<file path="src/rtl/ex_div_pkg.sv">
// Shared definitions for the EX-stage iterative divider: ALU op codes, FSM states, sizing.
package ex_div_pkg;

  localparam int WORD_WIDTH        = 32;
  localparam int DATA_WIDTH_ALU_OP = 5;
  localparam int DIV_ITER          = 32;
  localparam int DIV_CNT_W         = 5;

  localparam logic [DATA_WIDTH_ALU_OP-1:0] ALU_OP_ADD  = 5'd0;
  localparam logic [DATA_WIDTH_ALU_OP-1:0] ALU_OP_DIV  = 5'd16;
  localparam logic [DATA_WIDTH_ALU_OP-1:0] ALU_OP_DIVU = 5'd17;
  localparam logic [DATA_WIDTH_ALU_OP-1:0] ALU_OP_REM  = 5'd18;
  localparam logic [DATA_WIDTH_ALU_OP-1:0] ALU_OP_REMU = 5'd19;

  typedef enum logic [1:0] {
    DIV_ST_IDLE = 2'b00,
    DIV_ST_CALC = 2'b01,
    DIV_ST_DONE = 2'b10
  } div_state_e;

  function automatic logic is_div_op(input logic [DATA_WIDTH_ALU_OP-1:0] op);
    return (op == ALU_OP_DIV) || (op == ALU_OP_DIVU) || (op == ALU_OP_REM) || (op == ALU_OP_REMU);
  endfunction

  function automatic logic is_rem_op(input logic [DATA_WIDTH_ALU_OP-1:0] op);
    return (op == ALU_OP_REM) || (op == ALU_OP_REMU);
  endfunction

  function automatic logic is_signed_op(input logic [DATA_WIDTH_ALU_OP-1:0] op);
    return (op == ALU_OP_DIV) || (op == ALU_OP_REM);
  endfunction

endpackage

</file>
<file path="src/rtl/ex_div_if.sv">
// ID/EX-to-divider handshake: registered op/operands in, stall/done/result out.
interface ex_div_if;
  import ex_div_pkg::*;

  logic                         id_en;
  logic [DATA_WIDTH_ALU_OP-1:0] id_alu_op;
  logic [WORD_WIDTH-1:0]        id_alu_in_0;
  logic [WORD_WIDTH-1:0]        id_alu_in_1;
  logic                         rem_after_div;
  logic                         div_stall;
  logic                         div_done;
  logic [WORD_WIDTH-1:0]        div_result;

  modport master (
    output id_en, id_alu_op, id_alu_in_0, id_alu_in_1, rem_after_div,
    input  div_stall, div_done, div_result
  );

  modport slave (
    input  id_en, id_alu_op, id_alu_in_0, id_alu_in_1, rem_after_div,
    output div_stall, div_done, div_result
  );
endinterface

</file>
<file path="src/rtl/ex_div_step.sv">
// One restoring division iteration: shift in the next dividend bit, trial-subtract, emit quotient bit.
module ex_div_step #(
  parameter int XLEN = 32
) (
  input  logic [XLEN:0]   rem_in,
  input  logic [XLEN-1:0] quo_in,
  input  logic [XLEN-1:0] divisor,
  output logic [XLEN:0]   rem_out,
  output logic [XLEN-1:0] quo_out
);

  logic [XLEN+1:0] shifted;
  logic            ge;

  // The partial remainder stays below the divisor, so the top bit of rem_in is always zero.
  assign shifted = {rem_in, quo_in[XLEN-1]};
  assign ge      = shifted >= {2'b00, divisor};
  assign rem_out = ge ? (XLEN+1)'(shifted - {2'b00, divisor}) : (XLEN+1)'(shifted);
  assign quo_out = {quo_in[XLEN-2:0], ge};

endmodule

</file>
<file path="src/rtl/ex_div.sv">
// Iterative radix-2 DIV/DIVU/REM/REMU unit with a one-entry remainder cache for REM-after-DIV.
// Optional macro EX_DIV_EARLY_OUT_EN: finish in one cycle when |dividend| < |divisor|.
module ex_div
  import ex_div_pkg::*;
#(
  parameter int XLEN  = WORD_WIDTH,
  parameter int CNT_W = DIV_CNT_W
) (
  input  logic     clk,
  input  logic     rst,
  input  logic     cpu_en,
  input  logic     ex_flush,
  ex_div_if.slave  bus
);

  localparam logic [CNT_W-1:0] LAST_CNT = CNT_W'(DIV_ITER - 1);

  div_state_e      state;
  logic [CNT_W-1:0] cnt;
  logic [XLEN:0]   rem_q;
  logic [XLEN-1:0] quo_q;
  logic [XLEN-1:0] div_q;
  logic            neg_quo_q, neg_rem_q, op_rem_q, rad_q;
  logic [XLEN-1:0] div_result_q;
  logic [XLEN-1:0] cache_rem_q;
  logic            cache_valid_q, rem_pending_q;

  logic [XLEN:0]   step_rem;
  logic [XLEN-1:0] step_quo;
  logic            is_div, op_rem, op_signed, cache_hit;
  logic            a_neg, b_neg;
  logic [XLEN-1:0] abs_a, abs_b;
  logic [XLEN-1:0] quo_res, rem_res, done_res;

  ex_div_step #(.XLEN(XLEN)) u_step (
    .rem_in  (rem_q),
    .quo_in  (quo_q),
    .divisor (div_q),
    .rem_out (step_rem),
    .quo_out (step_quo)
  );

  assign op_rem    = is_rem_op(bus.id_alu_op);
  assign op_signed = is_signed_op(bus.id_alu_op);
  assign is_div    = bus.id_en && is_div_op(bus.id_alu_op);
  assign cache_hit = (state == DIV_ST_IDLE) && rem_pending_q && cache_valid_q && bus.id_en && op_rem;

  assign a_neg = op_signed && bus.id_alu_in_0[XLEN-1];
  assign b_neg = op_signed && bus.id_alu_in_1[XLEN-1];
  assign abs_a = a_neg ? -bus.id_alu_in_0 : bus.id_alu_in_0;
  assign abs_b = b_neg ? -bus.id_alu_in_1 : bus.id_alu_in_1;

  assign quo_res  = neg_quo_q ? -quo_q : quo_q;
  assign rem_res  = neg_rem_q ? -rem_q[XLEN-1:0] : rem_q[XLEN-1:0];
  assign done_res = op_rem_q ? rem_res : quo_res;

  // NOTE: every output gets a default before the branches so no latch is inferred.
  always_comb begin
    bus.div_result = div_result_q;
    bus.div_done   = 1'b0;
    bus.div_stall  = 1'b0;
    if (state == DIV_ST_DONE) begin
      bus.div_result = done_res;
      bus.div_done   = !ex_flush;
    end else if (cache_hit) begin
      bus.div_result = cache_rem_q;
      bus.div_done   = !ex_flush;
    end else if ((state == DIV_ST_CALC) || is_div) begin
      bus.div_stall  = !ex_flush;
    end
  end

  // NOTE: only control state is reset; the datapath registers are always written before use.
  always_ff @(posedge clk) begin
    if (rst) begin
      state         <= DIV_ST_IDLE;
      cnt           <= '0;
      div_result_q  <= '0;
      cache_valid_q <= 1'b0;
      rem_pending_q <= 1'b0;
    end else if (ex_flush) begin
      state         <= DIV_ST_IDLE;
      cache_valid_q <= 1'b0;
      rem_pending_q <= 1'b0;
    end else if (cpu_en) begin
      unique case (state)
        DIV_ST_IDLE: begin
          if (bus.id_en && !op_rem) rem_pending_q <= 1'b0;
          if (cache_hit) begin
            rem_pending_q <= 1'b0;
            div_result_q  <= cache_rem_q;
          end else if (is_div) begin
            op_rem_q  <= op_rem;
            rad_q     <= bus.rem_after_div && !op_rem;
            neg_quo_q <= 1'b0;
            neg_rem_q <= 1'b0;
            state     <= DIV_ST_DONE;
            if (bus.id_alu_in_1 == '0) begin
              quo_q <= '1;
              rem_q <= {1'b0, bus.id_alu_in_0};
            end else if (op_signed && (bus.id_alu_in_0 == {1'b1, {(XLEN-1){1'b0}}}) &&
                         (bus.id_alu_in_1 == '1)) begin
              quo_q <= {1'b1, {(XLEN-1){1'b0}}};
              rem_q <= '0;
`ifdef EX_DIV_EARLY_OUT_EN
            end else if (abs_a < abs_b) begin
              quo_q <= '0;
              rem_q <= {1'b0, bus.id_alu_in_0};
`endif
            end else begin
              quo_q     <= abs_a;
              rem_q     <= '0;
              div_q     <= abs_b;
              neg_quo_q <= a_neg ^ b_neg;
              neg_rem_q <= a_neg;
              cnt       <= '0;
              state     <= DIV_ST_CALC;
            end
          end
        end
        DIV_ST_CALC: begin
          rem_q <= step_rem;
          quo_q <= step_quo;
          cnt   <= cnt + 1'b1;
          if (cnt == LAST_CNT) state <= DIV_ST_DONE;
        end
        DIV_ST_DONE: begin
          div_result_q  <= done_res;
          cache_rem_q   <= rem_res;
          cache_valid_q <= 1'b1;
          rem_pending_q <= rad_q;
          state         <= DIV_ST_IDLE;
        end
        default: state <= DIV_ST_IDLE;
      endcase
    end
  end

endmodule

</file>
<file path="src/flat_wrapper.sv">
// flat-port wrapper written by rule: the top's interface ports become plain ports
module ex_div_flat import ex_div_pkg::*;
#(
  parameter int XLEN  = WORD_WIDTH,
  parameter int CNT_W = DIV_CNT_W
)
  (clk, rst, cpu_en, ex_flush, bus_id_en, bus_id_alu_op, bus_id_alu_in_0, bus_id_alu_in_1, bus_rem_after_div, bus_div_stall, bus_div_done, bus_div_result);
  ex_div_if bus_i ();
  input  logic clk;
  input  logic rst;
  input  logic cpu_en;
  input  logic ex_flush;
  input wire logic [$bits(bus_i.id_en)-1:0] bus_id_en;
  input wire logic [$bits(bus_i.id_alu_op)-1:0] bus_id_alu_op;
  input wire logic [$bits(bus_i.id_alu_in_0)-1:0] bus_id_alu_in_0;
  input wire logic [$bits(bus_i.id_alu_in_1)-1:0] bus_id_alu_in_1;
  input wire logic [$bits(bus_i.rem_after_div)-1:0] bus_rem_after_div;
  output wire logic [$bits(bus_i.div_stall)-1:0] bus_div_stall;
  output wire logic [$bits(bus_i.div_done)-1:0] bus_div_done;
  output wire logic [$bits(bus_i.div_result)-1:0] bus_div_result;
  assign bus_i.id_en = bus_id_en;
  assign bus_i.id_alu_op = bus_id_alu_op;
  assign bus_i.id_alu_in_0 = bus_id_alu_in_0;
  assign bus_i.id_alu_in_1 = bus_id_alu_in_1;
  assign bus_i.rem_after_div = bus_rem_after_div;
  assign bus_div_stall = bus_i.div_stall;
  assign bus_div_done = bus_i.div_done;
  assign bus_div_result = bus_i.div_result;
  ex_div #(.XLEN(XLEN), .CNT_W(CNT_W)) u_core (.clk(clk), .rst(rst), .cpu_en(cpu_en), .ex_flush(ex_flush), .bus(bus_i));
endmodule
</file>
<file path="config.mk">
export PLATFORM = sky130hd
export DESIGN_NAME = ex_div_flat
export DESIGN_NICKNAME = d
export VERILOG_FILES = /design/src/rtl/ex_div_pkg.sv /design/src/rtl/ex_div_if.sv /design/src/rtl/ex_div_step.sv /design/src/rtl/ex_div.sv /design/src/flat_wrapper.sv
export SDC_FILE = /design/constraint.sdc
export NUM_CORES = 1
export LEC_CHECK = 0
export ABC_AREA = 1
export BUFFER_PORTS_ARGS = -buffer_cell sky130_fd_sc_hd__buf_2
export CAP_MARGIN = 10
export CORE_MARGIN = 10
export CORE_UTILIZATION = 43
export CTS_CLUSTER_DIAMETER = 150
export DETAILED_ROUTE_END_ITERATION = 8
export HOLD_SLACK_MARGIN = 0.15
export PLACE_DENSITY = 0.69
export SLEW_MARGIN = 20
export SYNTH_ARGS = -nofsm -noshare
export SYNTH_HDL_FRONTEND = slang
export SYNTH_SLANG_ARGS = --single-unit
</file>
<file path="constraint.sdc">
create_clock -name clk -period 6.6 [get_ports clk]
set_input_delay 1.32 -clock clk [delete_from_list [all_inputs] [get_ports clk]]
set_output_delay 1.32 -clock clk [all_outputs]
set_load 0.03 [all_outputs]
</file>
# Word level (Yosys, flattened, before mapping)
# Index checks and enable logic that the tools add are counted.
word_totals:
  mem_count: 0
  register_bits: 174
  latch_bits: 0
  rom_bits: 0
  output_inout_bits: 34
  in_bits: 75
  ramBits: 0
op_classes:
  shift: 0
  addsub: 6
  n_bitwise: 6
  n_lt_le_gt_ge: 1
  n_mul: 0
  n_reduce_logical: 34
  muxes: 37
  div: 0
  eq_ne: 15
op_table:
  columns: ["operator", "n"]
  rows:
  - ["$mux W32", 12]
  - ["$neg A32 Y32", 4]
  - ["$pmux W32 S2", 2]
  - ["$mux W33", 3]
  - ["$pmux W33 S2", 1]
  - ["$eq A32 B32 Y1 const B", 2]
  - ["$ge A34 B32 Y1", 1]
  - ["$sub A33 B32 Y33", 1]
  - ["$logic_not A32 Y1", 1]
  - ["$eq A5 B5 Y1 const B", 5]
  - ["$mux W5", 4]
  - ["$reduce_and A6 Y1", 2]
  - ["$logic_and A1 B1 Y1", 11]
  - ["$mux W2", 5]
  - ["$pmux W5 S2", 1]
  - ["$ne A2 B2 Y1 const B", 4]
  - ["$reduce_and A4 Y1", 2]
  - ["$reduce_and A8 Y1", 1]
  - ["$mux W1", 7]
  - ["$reduce_and A7 Y1", 1]
  - ["$logic_or A1 B1 Y1", 6]
  - ["$reduce_and A3 Y1", 2]
  - ["$add A5 B1 Y5 const B", 1]
  - ["$not A1 Y1", 5]
  - ["other kinds (12)", 15]

# Depth between registers and ports, before layout
# Gate-level depths: netlist (run 1).
logic_depth:
  word_depth: 9
  mapped_depth: 16

# Modules after synthesis
# A second synthesis (run 1) with hierarchy kept.
hier_totals:
  hier_cells: 2388
  area_unflattened_um2: 15208.3
modules_own_cells:
  columns: ["mod", "seq_area_each_um2", "instances", "area_each_um2", "cells_per_inst"]
  rows:
  - ["ex_div", 4814.6, 1, 11690.0, 1659]
  - ["ex_div_step", 0.0, 1, 3518.4, 729]

# Worst setup path after synthesis (run 1)
# Ideal clock, no wire load.
synth_path:
  path_type: "input port to flip-flop"
  startpoint: "input bus_id_alu_in_0[0]"
  endpoint: "register u_core.div_q[0], enable pin"
  arrival_ns: 5.170
  path_stages: 9
  setup_slack_ns: 0.928
  required_time_ns: 6.098
  n_path_buf: 0
  setup_ns: 0.502
  cell_sequence: "inv_1 ha_1 nand3_2 nor2_2 nand3_1 nor2_1 nand2_2 nand2_4 nor4_1"
synth_via:
  elab_chain_cells: 5
synth_rtl:
  columns: ["element", "line_no", "text"]
  rows:
  - ["start: declaration", "flat_wrapper.sv:15", "input wire logic [$bits(bus_i.id_alu_in_0)-1:0] bus_id_alu_in_0;"]
  - ["$eq A32 B32 Y1", "ex_div.sv:101", "end else if (op_signed && (bus.id_alu_in_0 == {1'b1, {(XLEN-1){1'b0}}}) &&"]
  - ["$logic_and A1 B1 Y1 (2 in series)", "ex_div.sv:101", null]
  - ["$not A1 Y1 (no source line)", null, null]
  - ["$reduce_and A8 Y1 (no source line)", null, null]
  - ["end signal: assignment", "ex_div.sv:113", "div_q <= abs_b;"]
  - ["end: declaration", "ex_div.sv:22", "logic [XLEN-1:0] div_q;"]
# No other way between the ends.
# A chain may end at the register's enable or synchronous reset.

# Final worst setup path (run 1)
layout_path:
  startpoint: "input bus_id_alu_op[2]"
  endpoint: "output bus_div_result[8]"
layout_via:
  elab_chain_cells: 5
  word_cells_on_any_way: 6
  cone_classes: "eq/ne: 2; mux: 2; reduce/logical: 2"
layout_rtl:
  columns: ["element", "line_no", "text"]
  rows:
  - ["start: declaration", "flat_wrapper.sv:14", "input wire logic [$bits(bus_i.id_alu_op)-1:0] bus_id_alu_op;"]
  - ["$eq A5 B5 Y1", "ex_div_pkg.sv:26", "return (op == ALU_OP_REM) || (op == ALU_OP_REMU);"]
  - ["$logic_or A1 B1 Y1 (*)", "ex_div_pkg.sv:26", null]
  - ["named net u_core.op_rem", "ex_div.sv:30", "logic is_div, op_rem, op_signed, cache_hit;"]
  - ["$logic_and A1 B1 Y1 (*)", "ex_div.sv:46", "assign cache_hit = (state == DIV_ST_IDLE) && rem_pending_q && cache_valid_q && bus.id_en && op_rem;"]
  - ["$mux W32 (*)", null, null]
  - ["$mux W32 (*)", "ex_div.sv:62", "if (state == DIV_ST_DONE) begin"]
  - ["end: declaration", "flat_wrapper.sv:20", "output wire logic [$bits(bus_i.div_result)-1:0] bus_div_result;"]
# The timed path passes the listed nets; every way through them passes the cells marked *.

==> flow_metrics.tcl, run 1 <==
set metrics [dict create \
    synthArstFlopShare_pct 0 \
    htreeDepth 4 \
    crit_chain "buf_2, inv_1, nand2_1, nor2_2, nand2_1, inv_2, nand2_1, buf_4, inv_1, nand2_1, nand2_1, nand2_1, a21boi_0, inv_1, buf_2" \
    synth.distinct_cells 52 \
    critical_path.top_delay_family "buffers and inverters" \
    reg2reg_slack_ps 3020 \
    ff2ff_path_depth 10 \
    rr_startpoint "u_core.state[1]$_SDFFE_PP0P_" \
    dpl_cell_area_um2 15080 \
    min_to "u_core.cache_valid_q$_SDFFE_PP0P_" \
    clk_path_buf_depth 2 \
    p_total_w 0.002511 \
    setup_slack_ps 1854 \
    start_util_pct 43.50 \
    final_antenna_net_count 0 \
    cp_max_fo 57 \
    final_cell_mix "nand2_1 (633), inv_1 (291), nand3_1 (244)" \
    synthCells 2132 \
    vias 14080 \
    die-area_um2 40570 \
    routed_wirelength_um 45730 \
    cts_tree "done" \
    finalInstanceArea_um2 15680 \
    clk_latency_ps 450 \
    cts_resized 0 \
    syn_avg_cell_area_um2 6.638 \
    holdCritPathClass "reg -> reg" \
    grt_pass1_wl_um 71970 \
    hp-start "u_core.cache_valid_q$_SDFFE_PP0P_" \
    wl_per_cell_um 17.17 \
    slowest_stage "inv_1" \
    required_ps 5280 \
    diodes 0 \
    crit_path_end_kind "primary output" \
    track_usage_pct 22.02 \
    ys_seq_elements 174 \
    p_leak_nw 7.567 \
    hpwl_um 36810 \
    path_clk_slew_ps 70 \
    synth_edf_count 133 \
    fin_crit_sh_pct 71.92 \
    fin_setup_tns_ps 0 \
    ir_worst_vdd_mv 0.1935 \
    worst-path-buf-inv 7 \
    final_hold_viol_count 0 \
    rows 66 \
    cap_viol_max_count 0 \
    firstDrtPassIters 6 \
    syn_area_um2 14150 \
    min_path_cells 2 \
    port_buffers 108 \
    antenna_found_initial 1 \
    dp_slack_ps 1868 \
    grt_pass1_vias 13440 \
    cp_common_cell "nand2_1" \
    slew_viol_final 0 \
    status "completed" \
    drive_above_1_share_pct 9.901 \
    grt_max_degree 58 \
    yosysSeqAreaShare_pct 34.02 \
    drtIter0Drc 1206 \
    max_stage_delay_ps 440 \
    rsz0062_at_grt "no" \
    critical_path_arrival_ps 3430 \
    io_pins 109 \
    cts_root_buffer "clkbuf_16" \
    slew_headroom_pct 30.76 \
    die_height_um 201.4 \
    min_period_ps 4746 \
    gp_congestion 0.9399 \
    die-width_um 201.4 \
    synth_ff_type "edfxtp_1" \
    critPathKind "in -> out" \
    grt-ovfl-total 0 \
    viasPerCell 5.286 \
    worst_pin_slew_ps 1036 \
    syn-num-nets 2247 \
    clock_skew_ps 11.60 \
    place_inst 2633 \
    worstReg2RegEnd "u_core.rem_q[8]$_DFFE_PP_" \
    setup_viol 0 \
    cts_buffers 17 \
    p_per_area_nw_per_um2 160.1 \
    startpoint_type "input port" \
    cts_hold_repair.buffers 0 \
    route.detailed.drc 0 \
    post-cts-setup-buffers 0 \
    timing.fmax_mhz 210.7 \
    syn_to_final_growth_pct 10.82 \
    core_um2 32540 \
    stdcell_count 2664 \
    final_common_cell "nand2_1" \
    yosysWarnings 0 \
    clock-sinks 174 \
    num-nets-final 2325 \
]
worst reg2reg max path, delay by kind of cell (launching register included):
kind | cells | cell delay (ps)
DFF | 1 | 510
buffers and inverters | 4 | 1090
and+or+nand+nor | 6 | 1650
layout make-up:
class                           instances  area, um^2
Timing Repair Buffer                  122       645.6
Multi-Input combinational cell       1595        7940
Tap cell                              442       553.0
Inverter                              300        1126
Sequential cell                       174        4815
Clock inverter                          9       107.6
Fill cell                            3423       16850
Clock buffer                           22       496.7
cells by family after synthesis:
family / share of synthesized area [%]
fa+ha+maj: 3.589
simple gates: 37.27
buf+inv: 10.14
xor+xnor: 4.703
compound gates: 10.27
flops: 34.02
worst max-delay path by stage:
stage	start	endpoint	slack (ps)	cells past startpoint
finish	bus_id_alu_op[2]	bus_div_result[8]	1850	15
global route	bus_id_alu_op[2]	bus_div_result[8]	1610	15
CTS	bus_id_alu_op[2]	bus_div_result[8]	1860	15
detailed placement	bus_id_alu_op[2]	bus_div_result[8]	1870	15
global placement	bus_id_alu_op[2]	bus_div_result[16]	1950	13
floorplan	bus_id_alu_in_0[0]	u_core.div_q[0]$_DFFE_PP_	930	9
sequential cells by signal, summed over array words and instances, names as in the netlist:
signal / flops
u_core.cache_rem_q: 32
u_core.cache_valid_q: 1
u_core.cnt: 5
u_core.div_q: 32
u_core.div_result_q: 32
u_core.neg_quo_q: 1
u_core.neg_rem_q: 1
u_core.op_rem_q: 1
u_core.quo_q: 32
u_core.rad_q: 1
u_core.rem_pending_q: 1
u_core.rem_q: 33
u_core.state: 2
where the power goes:
group	leakage [nW]	total (W)	internal, W	switching, W
sequential	1.53	0.00120	0.00119	0.00000810
clock	0.283	0.00106	0.000610	0.000448
combinational	5.76	0.000255	0.0000870	0.000168
total	7.57	0.00251	0.00189	0.000625
synthesized netlist by cell type, types with 2 or more instances:
master | count | area, um^2
a21oi_1 | 103 | 515.5
a21oi_2 | 3 | 26.28
a22oi_1 | 18 | 135.1
a31oi_1 | 4 | 25.02
and2_1 | 5 | 31.28
buf_1 | 3 | 11.26
buf_2 | 25 | 125.1
buf_4 | 5 | 37.54
buf_6 | 3 | 33.78
clkbuf_1 | 27 | 101.4
dfxtp_1 | 41 | 820.8
edfxtp_1 | 133 | 3994
ha_1 | 39 | 488.0
inv_1 | 292 | 1096
inv_2 | 7 | 26.28
nand2_1 | 633 | 2376
nand2_2 | 14 | 87.58
nand2_4 | 3 | 33.78
nand3_1 | 244 | 1221
nand3_2 | 2 | 20.02
nand3b_1 | 6 | 45.04
nand4_1 | 34 | 212.7
nor2_1 | 226 | 848.3
nor2_2 | 18 | 112.6
nor2_4 | 2 | 22.52
nor2_8 | 2 | 40.04
nor3_1 | 15 | 75.07
nor3_2 | 3 | 30.03
o211ai_1 | 16 | 120.1
o21a_1 | 2 | 15.01
o21ai_0 | 94 | 470.5
o21ai_1 | 6 | 30.03
o21bai_1 | 4 | 30.03
o31ai_1 | 4 | 30.03
or2_2 | 5 | 31.28
xnor2_1 | 18 | 157.7
xor2_1 | 58 | 508.0
per-stage QoR:
step	utilization, %	hold WS [ps]
3_5_place_dp	46.35	455.7
4_1_cts	48.20	487.6
2_1_floorplan	-	427.9
3_3_place_gp	46.35	464.5
6_report	48.20	487.1
5_1_grt	48.20	512.3
layer usage:
| metal | GRT usage [%] | vias to the layer above | share of wire [%] | wire (um) |
|---|---|---|---|---|
| met5 | 0 | - | 0.028 | 13 |
| met4 | 8.295 | 2 | 3.0 | 1350 |
| met3 | 3.084 | 69 | 5.8 | 2659 |
| met2 | 36.98 | 463 | 47 | 21630 |
| met1 | 28.15 | 6469 | 44 | 20070 |
| li1 | - | 7078 | - | - |
No activity file was read; power rests on OpenSTA's default activity.
==> run 2, diff against run 1 <==
Clock period 6.6 ns to 4.52 ns, I/O delays scaled along.
==> flow_metrics.tcl, run 2 (synthesis gave the netlist of run 1 again) <==
set metrics [dict create \
    status "completed" \
    cts_resized 0 \
    hpwl_um 36620 \
    place_inst 2635 \
    setup_slack_ps 816.5 \
    dp_slack_ps 988.8 \
    setup_viol 0 \
    path_clk_slew_ps 80 \
    critical_path_arrival_ps 2800 \
    drtIter0Drc 1139 \
    clock_skew_ps 13.51 \
    postLayoutCoreUtil_pct 48.22 \
    grt-ovfl-total 0 \
    clock-sinks 174 \
    die-width_um 201.4 \
    track_usage_pct 21.98 \
    fin_setup_tns_ps 0 \
    startpoint_type "flop" \
    cts_root_buffer "clkbuf_16" \
    min_period_ps 3703 \
    antenna_found_initial 2 \
    grt_pass1_wl_um 71820 \
    vias 14030 \
    required_ps 3620 \
    post-cts-setup-buffers 0 \
    holdCritPathClass "reg -> reg" \
    final_common_cell "nand2_1" \
    cts_tree "done" \
    regArea_um2 4815 \
    num-nets-final 2327 \
    worstReg2RegEnd "u_core.rem_q[25]$_DFFE_PP_" \
    crit_path_end_kind "primary output" \
    port_buffers 108 \
    nFillCells 3371 \
    hp-start "u_core.cache_valid_q$_SDFFE_PP0P_" \
    reg2reg_slack_ps 1570 \
    min_to "u_core.cache_valid_q$_SDFFE_PP0P_" \
    cap_viol_max_count 0 \
    firstDrtPassIters 7 \
    min_path_cells 2 \
    ir_worst_vdd_mv 0.2781 \
    cts_buffers 17 \
    stdcell_count 2667 \
    die_height_um 201.4 \
    grt_pass1_vias 13390 \
    rr_startpoint "u_core.rem_q[20]$_DFFE_PP_" \
    die-area_um2 40570 \
    final_hold_viol_count 0 \
    multiInputGateArea_um2 7949 \
    top_register "u_core.rem_q" \
    syn_to_final_growth_pct 10.86 \
    rsz0062_at_grt "no" \
    viasPerCell 5.260 \
    timing.fmax_mhz 270.0 \
    gp_congestion 0.9878 \
    p_per_area_nw_per_um2 229.7 \
    p_leak_nw 7.574 \
    htreeDepth 4 \
    start_util_pct 43.50 \
    io_pins 109 \
    drive_above_1_share_pct 10.16 \
    worst_pin_slew_ps 902.4 \
    routed_wirelength_um 45490 \
    holdWs_ps 474.0 \
    final_antenna_net_count 0 \
    slew_headroom_pct 39.78 \
    critPathKind "reg -> out" \
    wl_per_cell_um 17.06 \
    core_um2 32540 \
    final_cell_mix "nand2_1 (633), inv_1 (292), nand3_1 (244)" \
    fin_crit_sh_pct 81.94 \
    rows 66 \
    diodes 0 \
    slew_viol_final 0 \
    largest_reg_flops 33 \
    grt_max_degree 66 \
    clk_path_buf_depth 2 \
    cp_max_fo 7 \
    cts_hold_repair.buffers 0 \
    clk_latency_ps 460 \
    route.detailed.drc 0 \
    ff2ff_path_depth 12 \
]
==> run 2: cell count changes in the layout (fill, tap and decap cells not counted), moves of 2 or more <==
cell and delta:
inv_8 +2, clkbuf_16 -2, inv_6 +5, clkinv_4 +2, clkinv_1 -2, clkinv_8 +2, bufinv_16 -2, clkbuf_1 -2
==> run 2: layer usage <==
metal,GRT usage [%],part of all wire [%],vias to the layer above
met5,0,0.079,-
met1,27.72,44,6459
met2,38.10,48,402
met3,3.116,5.5,58
li1,-,-,7106
met4,6.497,2.1,4
==> run 2: area by class of cell <==
cell class,instances,area share (%)
well taps,442,3.525
flip-flops and latches,174,30.69
clock buffers,17,2.712
inverters,300,7.178
repair buffers,124,4.291
multi-input cells,1595,50.67
clock inverters,15,0.9411
==> run 2: worst max-delay path by stage <==
stage          depth (start not counted)                   endpoint                      start  slack, ps
6_report                              13         bus_div_result[28]  u_core.rem_q[0]$_DFFE_PP_        820
5_1_grt                               12         bus_div_result[10]  u_core.rem_q[0]$_DFFE_PP_        560
4_1_cts                               14         bus_div_result[26]  u_core.rem_q[0]$_DFFE_PP_        800
3_5_place_dp                          14          bus_div_result[8]           bus_id_alu_op[2]        990
3_3_place_gp                          14          bus_div_result[8]           bus_id_alu_op[2]       1010
2_1_floorplan                          9  u_core.quo_q[0]$_DFFE_PP_           bus_id_alu_op[2]        580
==> run 2: worst max-delay path: stages, from the launching register on <==
cell and delay (ps):
edfxtp_1 530, inv_1 150, ha_1 210, nand2_1 120, nor2_2 230, nand2_1 80, nand2_1 230, nand4_1 140
nand2_1 170, nand2_1 70, nand3_1 90, nand2_1 90, inv_1 50, buf_2 190
==> run 2: metrics by stage <==
step / area [um^2] / power, W
2_1_floorplan: 14160 / 0.002016
3_3_place_gp: 15120 / 0.002145
3_5_place_dp: 15120 / 0.002154
4_1_cts: 15690 / 0.003615
5_1_grt: 15690 / 0.003729
6_report: 15690 / 0.003603
==> run 2: power breakdown <==
| group | switching, W | total (W) | internal [W] |
|---|---|---|---|
| sequential | 0.0000121 | 0.00175 | 0.00173 |
| combinational | 0.000245 | 0.000373 | 0.000128 |
| clock | 0.000752 | 0.00148 | 0.000732 |
==> run 3, diff against run 2 <==
Settings changed: PLACE_DENSITY 0.69 to 0.72.
Clock period 4.52 ns to 3.4 ns, I/O delays scaled along.
==> flow_metrics.tcl, run 3 (synthesis gave the netlist of run 1 again) <==
set metrics [dict create \
    status "completed" \
    required_ps 2720 \
    final_cell_mix "nand2_1 (630), inv_1 (292), nand3_1 (243)" \
    rows 66 \
    p_leak_nw 7.681 \
    switching_power_w 0.001272 \
    ir_worst_vdd_mv 0.3167 \
    setup_viol 0 \
    vias 14290 \
    final_antenna_net_count 0 \
    viasPerCell 5.318 \
    sw_frac_of_total_pct 26.81 \
    grt-ovfl-total 0 \
    drtIter0Drc 1328 \
    final_common_cell "nand2_1" \
    regArea_um2 4815 \
    fin_setup_tns_ps 0 \
    clk_path_buf_depth 2 \
    slowest_stage "edfxtp_1" \
    cap_viol_max_count 0 \
    critical_path.top_delay_family "simple AND/OR/NAND/NOR gates" \
    syn_to_final_growth_pct 12.17 \
    gp_congestion 0.9732 \
    core_um2 32540 \
    drive_above_1_share_pct 11.14 \
    clk_latency_ps 450 \
    io_pins 109 \
    crit_chain "nor2_1, inv_1, nor2_1, nand3_1, nand2_1, nand3_1, nand3_1, nand3_1, nand2_1, buf_2" \
    cp_common_cell "nand3_1" \
    power_frac_comb_pct 10.6 \
    track_usage_pct 22.89 \
    slew_headroom_pct 34.43 \
    die_height_um 201.4 \
    p_int_w 0.003473 \
    die-area_um2 40570 \
    cts_tree "done" \
    final_hold_viol_count 0 \
    cts_buffers 17 \
    htreeDepth 4 \
    timing.fmax_mhz 310.1 \
    critPathKind "reg -> out" \
    clock-sinks 174 \
    multiInputGateArea_um2 7985 \
    largest_reg_flops 33 \
    max_stage_delay_ps 440 \
    grt_pass1_wl_um 74190 \
    crit_path_end_kind "primary output" \
    clock_skew_ps 10.13 \
    startpoint_type "flop" \
    routed_wirelength_um 47040 \
    slew_viol_final 0 \
    worst-path-buf-inv 2 \
    holdCritPathClass "in -> reg" \
    top_register "u_core.rem_q" \
    hpwl_um 38280 \
    dpl_cell_area_um2 15260 \
    firstDrtPassIters 6 \
    start_util_pct 43.50 \
    route.detailed.drc 0 \
    p_per_area_nw_per_um2 298.9 \
    wl_per_cell_um 17.50 \
    critical_path_arrival_ps 2550 \
    min_period_ps 3225 \
    grt_pass1_vias 13760 \
    worst_pin_slew_ps 976.0 \
    nFillCells 3295 \
    path_clk_slew_ps 70 \
    fin_crit_sh_pct 94.86 \
    num-nets-final 2347 \
    p_clk_share_pct 40.5 \
    port_buffers 108 \
    p_seq_share_pct 48.9 \
    finalInstanceArea_um2 15880 \
    die-width_um 201.4 \
    grt_max_degree 57 \
    cp_max_fo 5 \
    antenna_found_initial 4 \
    cts_root_buffer "clkbuf_16" \
]
run 3: final timing paths:
path                                          start                           endpoint  slack, ps  cells after the start
hold / removal                   bus_id_alu_in_1[0]          u_core.div_q[0]$_DFFE_PP_        460                      1
setup reg to reg         u_core.rem_q[20]$_DFFE_PP_         u_core.rem_q[19]$_DFFE_PP_        490                     12
hold reg to reg   u_core.cache_valid_q$_SDFFE_PP0P_  u_core.cache_valid_q$_SDFFE_PP0P_        480                      2
setup / recovery          u_core.quo_q[7]$_DFFE_PP_                 bus_div_result[29]        170                     10
run 3: final cells by class:
class	count	area share, %
clock inverter	13	0.6542
tap	442	3.484
multi-input combinational	1595	50.30
inverter	300	7.093
antenna	1	0.01576
sequential	174	30.33
clock buffer	19	2.861
timing repair buffer	144	5.265
run 3: stage by stage:
step	hold WS, ps	utilization, %	cells	total power (W)	setup WS (ps)
final	464.5	48.79	2688	0.004745	174.9
after global routing	462.4	48.78	2687	0.004899	-14.82
after CTS	449.5	48.63	2685	0.004758	46.22
after detailed placement	462.8	46.92	2653	0.002869	333.1
after global placement	454.0	46.92	2653	0.002855	385.0
after floorplan	427.9	-	2132	0.002681	349.9
run 3: per-layer routing:
metal	track usage [%]	vias up	share of wire (%)
met5	0	-	0.070
met1	27.51	6562	41
met2	39.38	508	48
li1	-	7133	-
met3	4.482	85	7.4
met4	9.154	6	3.3
run 3: power groups by stage:
stage	sequential, W	clock (W)	combinational, W
after detailed placement	0.00237	0	0.000499
after CTS	0.00232	0.00193	0.000502
after global routing	0.00232	0.00201	0.000561
final	0.00232	0.00192	0.000503
after floorplan	0.00236	0	0.000317
after global placement	0.00237	0	0.000487
run 3: timing repair:
item                                    CTS  global route
setup buffers                             0             2
endpoints found under the setup margin    0            23
hold buffers                              0             0
resized for setup                         0            12
